==> src/rtl/palette_ctrl_pkg.sv <==
// Shared types, widths and the fixed 3-3-2 to 10-10-10 color expansion for palette_ctrl.
package palette_ctrl_pkg;

    localparam int PIX_W   = 8;
    localparam int COLOR_W = 30;

    typedef enum logic {
        INIT = 1'b0,
        RUN  = 1'b1
    } state_t;

    // Bit replication stretches each channel to full scale, so 0 maps to 0 and all-ones to all-ones.
    function automatic logic [COLOR_W-1:0] expand_332(input logic [PIX_W-1:0] pix);
        logic [2:0] r;
        logic [2:0] g;
        logic [1:0] b;
        r = pix[7:5];
        g = pix[4:2];
        b = pix[1:0];
        return {r, r, r, r[2], g, g, g, g[2], {5{b}}};
    endfunction

endpackage

==> src/rtl/pal_ram_256x30.sv <==
// 256 x 30 single-port palette RAM with registered read data; a write cycle does not update rdata.
module pal_ram_256x30
    import palette_ctrl_pkg::*;
(
    input  logic               clk,
    input  logic               en,
    input  logic               we,
    input  logic [PIX_W-1:0]   addr,
    input  logic [COLOR_W-1:0] wdata,
    output logic [COLOR_W-1:0] rdata
);

    logic [COLOR_W-1:0] mem [256];

    always_ff @(posedge clk) begin
        if (en) begin
            if (we) begin
                mem[addr] <= wdata;
            end else begin
                rdata <= mem[addr];
            end
        end
    end

endmodule

==> src/rtl/palette_ctrl.sv <==
// Pixel index to 30-bit color with a fixed 2-cycle latency.
// Define PALETTE_CTRL_LUT_EN to add the CPU-writable palette RAM; otherwise the fixed expansion is used.
module palette_ctrl
    import palette_ctrl_pkg::*;
#(
    parameter logic [COLOR_W-1:0] BLANK_COLOR = 30'h0
) (
    input  logic               clk,
    input  logic               reset,
    input  logic               video_on,
    input  logic               pix_valid,
    input  logic [PIX_W-1:0]   pix_in,
    input  logic               cpu_wr,
    input  logic [PIX_W-1:0]   cpu_addr,
    input  logic [COLOR_W-1:0] cpu_data,
    output logic               cpu_busy,
    output logic [COLOR_W-1:0] color_out,
    output logic               color_valid
);

    logic               valid_q;
    logic               on_q;
    logic [COLOR_W-1:0] fixed_q;
    logic [COLOR_W-1:0] pix_color;

    always_ff @(posedge clk or posedge reset) begin
        if (reset) begin
            valid_q <= 1'b0;
            on_q    <= 1'b0;
            fixed_q <= '0;
        end else begin
            valid_q <= pix_valid;
            on_q    <= video_on;
            fixed_q <= expand_332(pix_in);
        end
    end

`ifdef PALETTE_CTRL_LUT_EN
    state_t             state;
    state_t             state_nxt;
    logic [PIX_W-1:0]   init_cnt;
    logic               pend_q;
    logic [PIX_W-1:0]   pend_addr;
    logic [COLOR_W-1:0] pend_data;
    logic               lut_q;
    logic               pix_rd;
    logic               accept;
    logic               commit;
    logic               ram_en;
    logic               ram_we;
    logic [PIX_W-1:0]   ram_addr;
    logic [COLOR_W-1:0] ram_wdata;
    logic [COLOR_W-1:0] ram_rdata;

    assign pix_rd   = pix_valid & video_on;
    assign cpu_busy = (state == INIT) | pend_q;
    assign accept   = cpu_wr & ~cpu_busy;

    always_ff @(posedge clk or posedge reset) begin
        if (reset) begin
            state <= INIT;
        end else begin
            state <= state_nxt;
        end
    end

    // Pixel reads own the port; a pending write only slips into idle RUN cycles.
    always_comb begin
        state_nxt = state;
        commit    = 1'b0;
        ram_en    = 1'b0;
        ram_we    = 1'b0;
        ram_addr  = pix_in;
        ram_wdata = pend_data;
        case (state)
            INIT: begin
                ram_en    = 1'b1;
                ram_we    = 1'b1;
                ram_addr  = init_cnt;
                ram_wdata = expand_332(init_cnt);
                if (init_cnt == 8'hFF) begin
                    state_nxt = RUN;
                end
            end
            RUN: begin
                if (pix_rd) begin
                    ram_en = 1'b1;
                end else if (pend_q) begin
                    ram_en   = 1'b1;
                    ram_we   = 1'b1;
                    ram_addr = pend_addr;
                    commit   = 1'b1;
                end
            end
            default: state_nxt = INIT;
        endcase
    end

    always_ff @(posedge clk or posedge reset) begin
        if (reset) begin
            init_cnt  <= '0;
            pend_q    <= 1'b0;
            pend_addr <= '0;
            pend_data <= '0;
            lut_q     <= 1'b0;
        end else begin
            if (state == INIT) begin
                init_cnt <= init_cnt + 8'd1;
            end
            if (accept) begin
                pend_q    <= 1'b1;
                pend_addr <= cpu_addr;
                pend_data <= cpu_data;
            end else if (commit) begin
                pend_q <= 1'b0;
            end
            lut_q <= (state == RUN);
        end
    end

    pal_ram_256x30 u_ram (
        .clk   (clk),
        .en    (ram_en),
        .we    (ram_we),
        .addr  (ram_addr),
        .wdata (ram_wdata),
        .rdata (ram_rdata)
    );

    assign pix_color = lut_q ? ram_rdata : fixed_q;
`else
    logic unused_cpu;

    assign unused_cpu = ^{cpu_wr, cpu_addr, cpu_data};
    assign cpu_busy   = 1'b0;
    assign pix_color  = fixed_q;
`endif

    always_ff @(posedge clk or posedge reset) begin
        if (reset) begin
            color_out   <= '0;
            color_valid <= 1'b0;
        end else begin
            color_out   <= on_q ? pix_color : BLANK_COLOR;
            color_valid <= valid_q;
        end
    end

endmodule

==> config.mk <==
export PLATFORM = sky130hd
export DESIGN_NAME = palette_ctrl
export DESIGN_NICKNAME = d
export VERILOG_FILES = /design/src/rtl/palette_ctrl_pkg.sv /design/src/rtl/pal_ram_256x30.sv /design/src/rtl/palette_ctrl.sv
export SDC_FILE = /design/constraint.sdc
export NUM_CORES = 1
export LEC_CHECK = 0
export BUFFER_PORTS_ARGS = -buffer_cell sky130_fd_sc_hd__buf_2
export CORE_MARGIN = 5
export CORE_UTILIZATION = 32
export CTS_CLUSTER_SIZE = 8
export DETAILED_ROUTE_END_ITERATION = 7
export GPL_TIMING_DRIVEN = 0
export PLACE_DENSITY = 0.78
export SYNTH_ARGS = -nofsm -noshare
export SYNTH_HDL_FRONTEND = slang
export SYNTH_HIERARCHICAL = 1
export SYNTH_SLANG_ARGS = --single-unit
export TNS_END_PERCENT = 10
==> constraint.sdc <==
create_clock -name clk -period 0.8 [get_ports clk]
set_input_delay 0.16 -clock clk [delete_from_list [all_inputs] [get_ports clk]]
set_output_delay 0.16 -clock clk [all_outputs]
set_load 0.01 [all_outputs]
# Word-level counts from Yosys, hierarchy flattened
# Cells that the tools add are included.
dict set report op_classes {
  n_mux 1
}
# op n
set op_table {}
lappend op_table {{2-to-1 mux 30 bit} 1}
dict set report word_totals {
  output_inout_bits 32
  in_bits 51
  reg_bits 63
}

# Longest topological paths before layout
# Gate-level depths: netlist of the first run.
dict set report logic_depth {
  word_depth 1
  depth_mapped 1
  mapped_depth_nobuf 1
}

# Worst setup path after synthesis of the first run
# No wires, ideal clock.
dict set report synth_timing {
  kind {register -> output}
  startpoint {register color_out[8] (netlist name)}
  endpoint {output color_out[2]}
  path_buffers 1
  slack_ns 0.060
  t_arrival_ns 0.580
  path_stages_with_launch 2
  required_time_ns 0.640
  cell_sequence {dfrtp_1 buf_4}
}
# item line_no
set synth_lines {}
lappend synth_lines {{end, declared} palette_ctrl.sv:17} ;# output logic [COLOR_W-1:0] color_out,

# Worst setup path after layout of the first run
dict set report layout_timing {
  startpoint {register color_out[8]}
  endpoint {output color_out[8]}
}
# item line_no
set layout_lines {}
lappend layout_lines {{start signal, assigned} palette_ctrl.sv:144} ;# color_out <= on_q ? pix_color : BLANK_COLOR;
# No word-level cell between the ends.

==> flow_summary.yaml, run 1 <==
run_status:
  outcome: "finished, violations left"
  violations: "hold timing, setup timing"
die:
  floorplan.initialDensity_pct: 32.85
  ios: 83
  core_area_um2: 2148
  fp.dieW_um: 56.96
  rows: 17
  fp.dieH_um: 56.96
  die-area_um2: 3244
sta:
  setup_viol: 31
  rsz0062_at_grt: "true"
  clock_skew_ns: 0.003653
  setup_ws_ns: -0.3235
  fin_crit_ns: 1.123
  hold_viol_final: 19
  clock.fmax_ghz: 0.8901
  fin_hold_ws_ns: -0.04085
  finalMaxSlewViolations: 0
  relSlewSlack_pct: 56.40
  worst_slew_pin_slew_ns: 0.6533
  period_share_pct: 140.4
synthesis:
  netlist_top_cells_area: "dfrtp_1 (67%), buf_4 (24%), and2_1 (7.1%)"
  synth_compound_area_share_pct: 0
  ys_ff_latch: 19
  synth_top_family_by_area: "buffers and inverters"
  synth_top_area_cell: "dfrtp_1"
  synth_area_um2: 705.7
  synth_cell_type_count: 5
  yosysTopAreaCellShare_pct: 67.38
  synth-adder-area-share_pct: 0
  syn_avg_cell_area_um2: 13.57
  netlist_instances: 52
  yosys.area_share.simple_pct: 7.092
  ys_warn_count: 6
  synth.area.mux_share_pct: 0
  synth_nets: 103
  yosysSeqAreaShare_pct: 67.38
  synth_xor_area_share_pct: 0
clocking:
  cts_setup_buffers: 0
  htree_levels: 1
  clkSlewWorstSetupHoldPaths_ns: 0.09
  clock-sinks: 19
  cts_tree: "yes"
  cts_root_buffer: "clkbuf_4"
  clk_latency_ns: 0.27
  clockBufferDepth: 2
  numCtsBuffers: 3
layout:
  areaGrowthSynthToFinish_pct: 64.72
  fillers: 173
  n_antenna_cell: 0
  drive_gt1_share_pct: 63.89
  fin_nets: 160
  utilization_pct: 54.11
  stdcell_area_um2: 1162
drt:
  drt_iter0_drc: 6
  vias_per_cell: 3.691
  antenna_left: 0
  drc_errors: 0
  avgRoutedWirePerCell_um: 10.21
  detail_route.first_pass.iterations: 2
  via_count: 502
  wirelength_mm: 1.388
setup_path:
  r2r-end: "color_out[26]"
  crit_fanout: 5
  arrival_ns: 0.96
  path_common_cell: "buf_6"
  crit_start: "color_out[8]"
  cp-end-kind: "primary output"
  reg2regPathDepth: 1
  slowest_delay_ns: 0.46
  rr_startpoint: "on_q"
  crit_slowest_cell: "dfrtp_2"
  criticalPathCategory: "reg -> out"
  r2r_slack_ns: 0.08
  crit_required_ns: 0.64
  crit_family: "flip-flops"
  cp_num_buf_inv: 2
  start_kind: "flop"
  worstPathCellList: "buf_6 > buf_6"
placement:
  globalplace.congestion: 0.7175
  post-dp-hpwl_um: 998.1
  place_area_um2: 950.9
  pre_cts_slack_ns: -0.02504
  portBuffers: 42
power_and_ir_drop:
  powerDensity_nw_per_um2: 1561
  vdd_ir_drop_max_uv: 520.3
  leakagePower_uw: 0.0006438
worst_hold_path:
  hold_class: "in -> async"
flow_run:
  cap_violations: 0
grt:
  grt_max_degree: 20
  grt_remaining_overflow: 0
  grt_pass1_wl_mm: 2.214
  antenna_found_initial: 0
  grt.total_usage_pct: 8.971
  grt_pass1_vias: 493
## state kept, by name (all words and copies together), names as in the netlist
register	cells
fixed_q	8
valid_q	1
color_valid	1
color_out	8
on_q	1
## layout by cell type (no fill, tap or decap)
| cell type | netlist | final |
|---|---|---|
| buf_2 | 0 | 31 |
| buf_4 | 23 | 19 |
| dfrtp_1 | 19 | 18 |
| buf_6 | 0 | 15 |
| dlygate4sd3_1 | 0 | 10 |
| and2_1 | 8 | 8 |
| clkbuf_4 | 0 | 3 |
| inv_1 | 1 | 1 |
| conb_1 | 1 | 1 |
| clkbuf_1 | 0 | 1 |
| dfrtp_2 | 0 | 1 |
## how the worst max path moves through the flow
stage	end	slack [ns]	depth (start not counted)
floorplan	color_out[2]	0.06	1
global placement	color_out[6]	-0.01	2
detailed placement	color_out[2]	-0.03	2
CTS	color_out[6]	-0.33	2
global route	color_out[8]	-0.38	2
finish	color_out[8]	-0.32	2
## report_power, final
group / switching (uW) / internal, uW
Sequential: 29.1 / 1010
Combinational: 129 / 220
Clock: 235 / 193
## layer usage
layer / wire length (um) / GRT usage (%) / up-vias
met1: 444 / 8.883 / 219
li1: - / - / 244
met2: 674 / 15.17 / 37
met5: 0 / 0 / -
met3: 244 / 3.846 / 2
met4: 25 / 5.960 / 0
## what timing repair did
action,in CTS,in global routing
setup endpoints to repair,31,31
gates resized for setup,10,6
pin swaps,0,0
hold endpoints to repair,29,0
hold buffers,10,0
## stage by stage
step	cells	power [uW]	hold WS [ns]	TNS [ns]
after floorplan	52	1206	0.1111	0
after global placement	122	1312	0.2683	-0.07917
after detailed placement	122	1323	0.2698	-0.2332
after CTS	136	1824	-0.02760	-8.704
after global routing	136	1928	0.01848	-10.13
final	136	1815	-0.04085	-8.401
## cell families after synthesis
family	after synthesis
DFF	19
and+or+nand+nor	8
other	1
buffers and inverters	24
## cell type report
cell class / instances / area (um^2) / share of cell area [%]
Sequential cell: 19 / 476.7 / 41.01
Timing Repair Buffer: 52 / 379.1 / 32.62
Buffer: 23 / 187.7 / 16.15
Multi-Input combinational cell: 9 / 53.80 / 4.629
Tap cell: 28 / 35.03 / 3.014
Clock buffer: 4 / 26.28 / 2.261
Inverter: 1 / 3.754 / 0.3229
## synthesized netlist by cell type
library cell  number
buf_4             23
inv_1              1
and2_1             8
conb_1             1
dfrtp_1           19
Note: power is estimated with default switching activity, not from simulation.
==> run 2, diff against run 1 <==
--- a/config.mk
+++ b/config.mk
@@ -5,13 +5,14 @@
 export SDC_FILE = /design/constraint.sdc
 export NUM_CORES = 1
 export LEC_CHECK = 0
+export ABC_AREA = 1
 export BUFFER_PORTS_ARGS = -buffer_cell sky130_fd_sc_hd__buf_2
-export CORE_MARGIN = 5
+export CORE_MARGIN = 1.5
 export CORE_UTILIZATION = 32
 export CTS_CLUSTER_SIZE = 8
 export DETAILED_ROUTE_END_ITERATION = 7
 export GPL_TIMING_DRIVEN = 0
-export PLACE_DENSITY = 0.78
+export PLACE_DENSITY = 0.77
 export SYNTH_ARGS = -nofsm -noshare
 export SYNTH_HDL_FRONTEND = slang
 export SYNTH_HIERARCHICAL = 1
==> flow_summary.yaml, run 2 <==
clocking:
  numCtsBuffers: 3
  clock-sinks: 19
  htree_levels: 1
  cts_tree: "yes"
  cts_hold_buffers: 10
  cts_root_buffer: "clkbuf_4"
  clkSlewWorstSetupHoldPaths_ns: 0.09
  clockBufferDepth: 2
  clk_latency_ns: 0.28
drt:
  wirelength_mm: 1.287
  antenna_left: 0
  detail_route.first_pass.iterations: 3
  drt_iter0_drc: 3
  avgRoutedWirePerCell_um: 8.938
  drc_errors: 0
  vias_per_cell: 3.618
  via_count: 521
sta:
  setup_ws_ns: -0.3369
  relSlewSlack_pct: 56.57
  finalMaxSlewViolations: 0
  fin_hold_ws_ns: -0.03988
  hold_viol_final: 19
  period_share_pct: 142.1
  worst_slew_pin_slew_ns: 0.6507
  fin_crit_ns: 1.137
  clock_skew_ns: 0.001466
  clock.fmax_ghz: 0.8795
  rsz0062_at_grt: "true"
  setup_viol: 31
  setup_tns_ns: -8.685
setup_path:
  r2r_slack_ns: 0.09
  r2r-end: "color_out[12]"
  cp_num_buf_inv: 2
  crit_cells: 2
  crit_family: "flip-flops"
  crit_path_end: "color_out[9]"
  start_kind: "flop"
  rr_startpoint: "on_q"
  arrival_ns: 0.98
  cp-end-kind: "primary output"
  worstPathCellList: "buf_4 > buf_6"
  reg2regPathDepth: 3
  crit_slowest_cell: "dfrtp_2"
  crit_required_ns: 0.64
  crit_fanout: 5
  crit_start: "color_out[9]"
  criticalPathCategory: "reg -> out"
  slowest_delay_ns: 0.44
synthesis:
  synth_nets: 112
  synth_top_area_cell: "dfrtp_1"
  yosysSeqAreaShare_pct: 65.97
  netlist_instances: 61
  synth_most_common_cell: "buf_4"
  synth_area_um2: 720.7
  synth_flop_cell: "dfrtp_1"
  ys_ff_latch: 19
  yosysTopAreaCellShare_pct: 65.97
  synth_cell_type_count: 6
  syn_avg_cell_area_um2: 11.81
  netlist_top_cells_area: "dfrtp_1 (66%), buf_4 (24%), inv_1 (4.7%)"
  synth-edff-count: 0
  netlist_top_cells_count: "buf_4 (23), dfrtp_1 (19), inv_1 (9), nand2_1 (8)"
  async_reset_ff_share_pct: 100.0
  ys_warn_count: 6
die:
  fp.dieW_um: 50.46
  ios: 83
  core_area_um2: 2042
  floorplan.initialDensity_pct: 35.29
  fp.dieH_um: 50.46
  die-area_um2: 2546
  rows: 16
power_and_ir_drop:
  p_comb_share_pct: 19.1
  leakagePower_uw: 0.0007035
  seq_power_share_pct: 56.6
  powerDensity_nw_per_um2: 1570
  clockPowerShare_pct: 24.3
  switchingPower_uw: 412.5
  swShare_pct: 22.56
  power.internal_uw: 1416
  vdd_ir_drop_max_uv: 1276
placement:
  post-dp-hpwl_um: 909.8
  portBuffers: 42
  globalplace.congestion: 0.6033
layout:
  n_antenna_cell: 0
  fillers: 174
  top_regs: "color_out (8), fixed_q (8)"
  areaGrowthSynthToFinish_pct: 61.63
  final_common_cell: "buf_2"
  layout_common_cells: "buf_2 (32), buf_4 (22), dfrtp_1 (18)"
  fin_nets: 169
  drive_gt1_share_pct: 59.83
run_status:
  violations: "hold timing, setup timing"
  outcome: "finished, violations left"
grt:
  grt_pass1_wl_mm: 2.021
  antenna_found_initial: 0
  grt_max_degree: 20
  grt_pass1_vias: 510
  grt_remaining_overflow: 0
  grt.total_usage_pct: 10.69
flow_run:
  cap_violations: 0
worst_hold_path:
  hold_class: "in -> async"
==> run 2: changes by cell type in the layout (fill, tap and decap cells not counted), sizes merged <==
cell | before | now
and2 | 8 | 0
inv | 1 | 9
nand2 | 0 | 8
buf | 65 | 66
==> run 2: cell type report <==
type                       count  area, um^2  share of cell area, %
inverter                       9       33.78                  2.900
sequential                    19       476.7                  40.92
multi-input combinational      9       33.78                  2.900
buffer                        24       181.4                  15.57
tap                           27       33.78                  2.900
timing repair buffer          52       379.1                  32.55
clock buffer                   4       26.28                  2.256
==> run 2: cell families after synthesis <==
family,after synthesis,share of synthesized area (%)
flops,19,65.97
simple gates,8,4.167
buf+inv,33,29.34
other cells,1,0.5203
==> run 2: how the worst min path moves through the flow <==
stage              from  cells after the start  slack [ns]             to
3_5_place_dp   video_on                      1        0.27           on_q
6_report          reset                      2       -0.04    fixed_q[18]
3_3_place_gp      reset                      2        0.27    fixed_q[27]
2_1_floorplan     reset                      1        0.11  color_out[11]
4_1_cts           reset                      2       -0.03           on_q
5_1_grt           reset                      2     -0.0002    fixed_q[27]
==> run 2: worst register-to-register path, stage by stage, from the launching register on <==
cell,delay (ns)
dfrtp_1,0.36
buf_2,0.15
nand2_1,0.07
inv_1,0.03
==> run 2: per-stage QoR <==
stage	total power (uW)	setup WS, ns	std cells	cell area, um^2	util (%)
final	1829	-0.3369	144	1165	57.05
after global placement	1316	-0.01163	130	964.7	47.24
after detailed placement	1327	-0.03110	130	964.7	47.24
after floorplan	1212	0.06044	61	720.7	-
after CTS	1837	-0.3339	144	1160	56.80
after global routing	1910	-0.3777	144	1165	57.05
==> run 2: routing by layer <==
| layer | routed length, um | GRT usage [%] |
|---|---|---|
| met1 | 402 | 8.155 |
| met2 | 821 | 24.34 |
| met3 | 62 | 0.8929 |
| met4 | 0 | 5.405 |
| met5 | 0 | 0 |
==> run 2: repair_timing <==
action | CTS | global route
hold endpoints to repair | 29 | 1
buffers inserted | 0 | 0
setup endpoints to repair | 31 | 31
cloned | 0 | 0
resized for setup | 11 | 2
pin swaps | 0 | 0
==> run 2: power by group through the flow <==
stage | Combinational (uW) | Clock, uW | Sequential (uW)
after floorplan | 150 | 0 | 1060
after global placement | 265 | 0 | 1050
after detailed placement | 273 | 0 | 1050
after CTS | 350 | 453 | 1030
after global routing | 377 | 490 | 1040
final | 350 | 444 | 1040
==> run 3, diff against run 2 <==
--- a/config.mk
+++ b/config.mk
@@ -5,14 +5,14 @@
 export SDC_FILE = /design/constraint.sdc
 export NUM_CORES = 1
 export LEC_CHECK = 0
-export ABC_AREA = 1
 export BUFFER_PORTS_ARGS = -buffer_cell sky130_fd_sc_hd__buf_2
 export CORE_MARGIN = 1.5
 export CORE_UTILIZATION = 32
+export CTS_CLUSTER_DIAMETER = 40
 export CTS_CLUSTER_SIZE = 8
 export DETAILED_ROUTE_END_ITERATION = 7
 export GPL_TIMING_DRIVEN = 0
-export PLACE_DENSITY = 0.77
+export PLACE_DENSITY = 0.78
 export SYNTH_ARGS = -nofsm -noshare
 export SYNTH_HDL_FRONTEND = slang
 export SYNTH_HIERARCHICAL = 1
==> flow_summary.yaml, run 3 (same netlist as run 1, synthesis figures left out) <==
worst_hold_path:
  hold_class: "in -> async"
power_and_ir_drop:
  powerDensity_nw_per_um2: 1597
  leakagePower_uw: 0.0006398
  p_total_uw: 1825
  vdd_ir_drop_max_uv: 997.0
die:
  ios: 83
  die-area_um2: 2496
  floorplan.initialDensity_pct: 34.90
  fp.dieW_um: 49.96
  rows: 16
  fp.dieH_um: 49.96
  core_area_um2: 2022
layout:
  top_regs: "color_out (8), fixed_q (8)"
  n_antenna_cell: 0
  final_common_cell: "buf_2"
  fin_nets: 160
  utilization_pct: 56.50
  areaGrowthSynthToFinish_pct: 61.88
  layout_common_cells: "buf_2 (34), buf_4 (19), dfrtp_1 (18)"
  drive_gt1_share_pct: 63.89
drt:
  top_layer: "met4"
  wl_met1_um: 452
  vias_per_cell: 3.785
  drc_errors: 0
  avgRoutedWirePerCell_um: 9.037
  antenna_left: 0
  detail_route.first_pass.iterations: 2
  via_count: 511
  drt_iter0_drc: 1
  wirelength_mm: 1.220
  met3_length_um: 137
  route.met2.wl_um: 601
sta:
  setup_viol: 31
  clock_skew_ns: 0.001285
  hold_viol_final: 19
  period_share_pct: 143.1
  setup_tns_ns: -8.934
  fin_crit_ns: 1.145
  worst_slew_pin_slew_ns: 0.6575
  finalMaxSlewViolations: 0
  relSlewSlack_pct: 56.12
  setup_ws_ns: -0.3450
  clock.fmax_ghz: 0.8733
  fin_hold_ws_ns: -0.04640
  rsz0062_at_grt: "true"
setup_path:
  cp_num_buf_inv: 2
  crit_slowest_cell: "dfrtp_2"
  slowest_delay_ns: 0.46
  r2r_slack_ns: 0.11
  crit_family: "flip-flops"
  path_common_cell: "buf_6"
  crit_fanout: 5
  start_kind: "flop"
  worstPathCellList: "buf_6 > buf_6"
  crit_required_ns: 0.64
  arrival_ns: 0.99
  criticalPathCategory: "reg -> out"
  cp-end-kind: "primary output"
placement:
  globalplace.congestion: 0.6043
  portBuffers: 42
  pre_cts_slack_ns: -0.03518
clocking:
  clockBufferDepth: 2
  cts_setup_buffers: 0
  clkSlewWorstSetupHoldPaths_ns: 0.09
  clk_latency_ns: 0.29
  cts_tree: "yes"
  htree_levels: 1
  cts_root_buffer: "clkbuf_4"
  numCtsBuffers: 3
  clock-sinks: 19
grt:
  grt_pass1_wl_mm: 1.828
  antenna_found_initial: 0
  grt.total_usage_pct: 10.47
  grt_pass1_vias: 419
  grt_max_degree: 20
  grt_remaining_overflow: 0
flow_run:
  cap_violations: 0
run_status:
  violations: "hold timing, setup timing"
  outcome: "finished, violations left"
-- run 3: cell count changes in the layout (fill, tap and decap cells not counted), sizes merged --
cell,delta
nand2,-8
inv,-8
and2,+8
buf,-1
-- run 3: through the flow --
stage               cells  hold slack [ns]  area (um^2)
floorplan              52           0.1111        705.7
global placement      121           0.2681        949.7
detailed placement    121           0.2694        949.7
CTS                   135         -0.03493         1126
global route          135         0.002900         1142
finish                135         -0.04640         1142
-- run 3: routing by layer --
layer / track usage [%] / vias to the layer above
met1: 10.02 / 225
li1: - / 243
met4: 8.333 / 0
met2: 17.56 / 40
met5: 0 / -
met3: 4.242 / 3
-- run 3: layout make-up --
| type | count | area [um^2] |
|---|---|---|
| Buffer | 23 | 187.7 |
| Clock buffer | 4 | 26.28 |
| Fill cell | 178 | 879.6 |
| Inverter | 1 | 3.754 |
| Multi-Input combinational cell | 9 | 53.80 |
| Sequential cell | 19 | 476.7 |
| Tap cell | 27 | 33.78 |
| Timing Repair Buffer | 52 | 360.3 |
-- run 3: report_power, final --
| part | internal (uW) | leakage (uW) | switching, uW |
|---|---|---|---|
| clock network | 194 | 0.0000150 | 257 |
| logic | 211 | 0.000395 | 125 |
| registers | 1010 | 0.000230 | 29.0 |
| total | 1410 | 0.000640 | 411 |
-- run 3: repair_timing --
item                                    in CTS  in global routing
hold endpoints to repair                    29                  0
endpoints found under the setup margin      31                 31
hold buffers                                10                  0
cloned                                       0                  0
gates resized for setup                      8                  5
-- run 3: path summary, 6_finish.rpt --
path	start	endpoint	cells past startpoint
setup / recovery	color_out[8]	color_out[2]	2
hold / removal	reset	color_out[12]	2
setup reg to reg	on_q	color_out[8]	1
hold reg to reg	valid_q	color_valid	0
max in group asynchronous	reset	color_out[8]	2
min in group clk	valid_q	color_valid	0
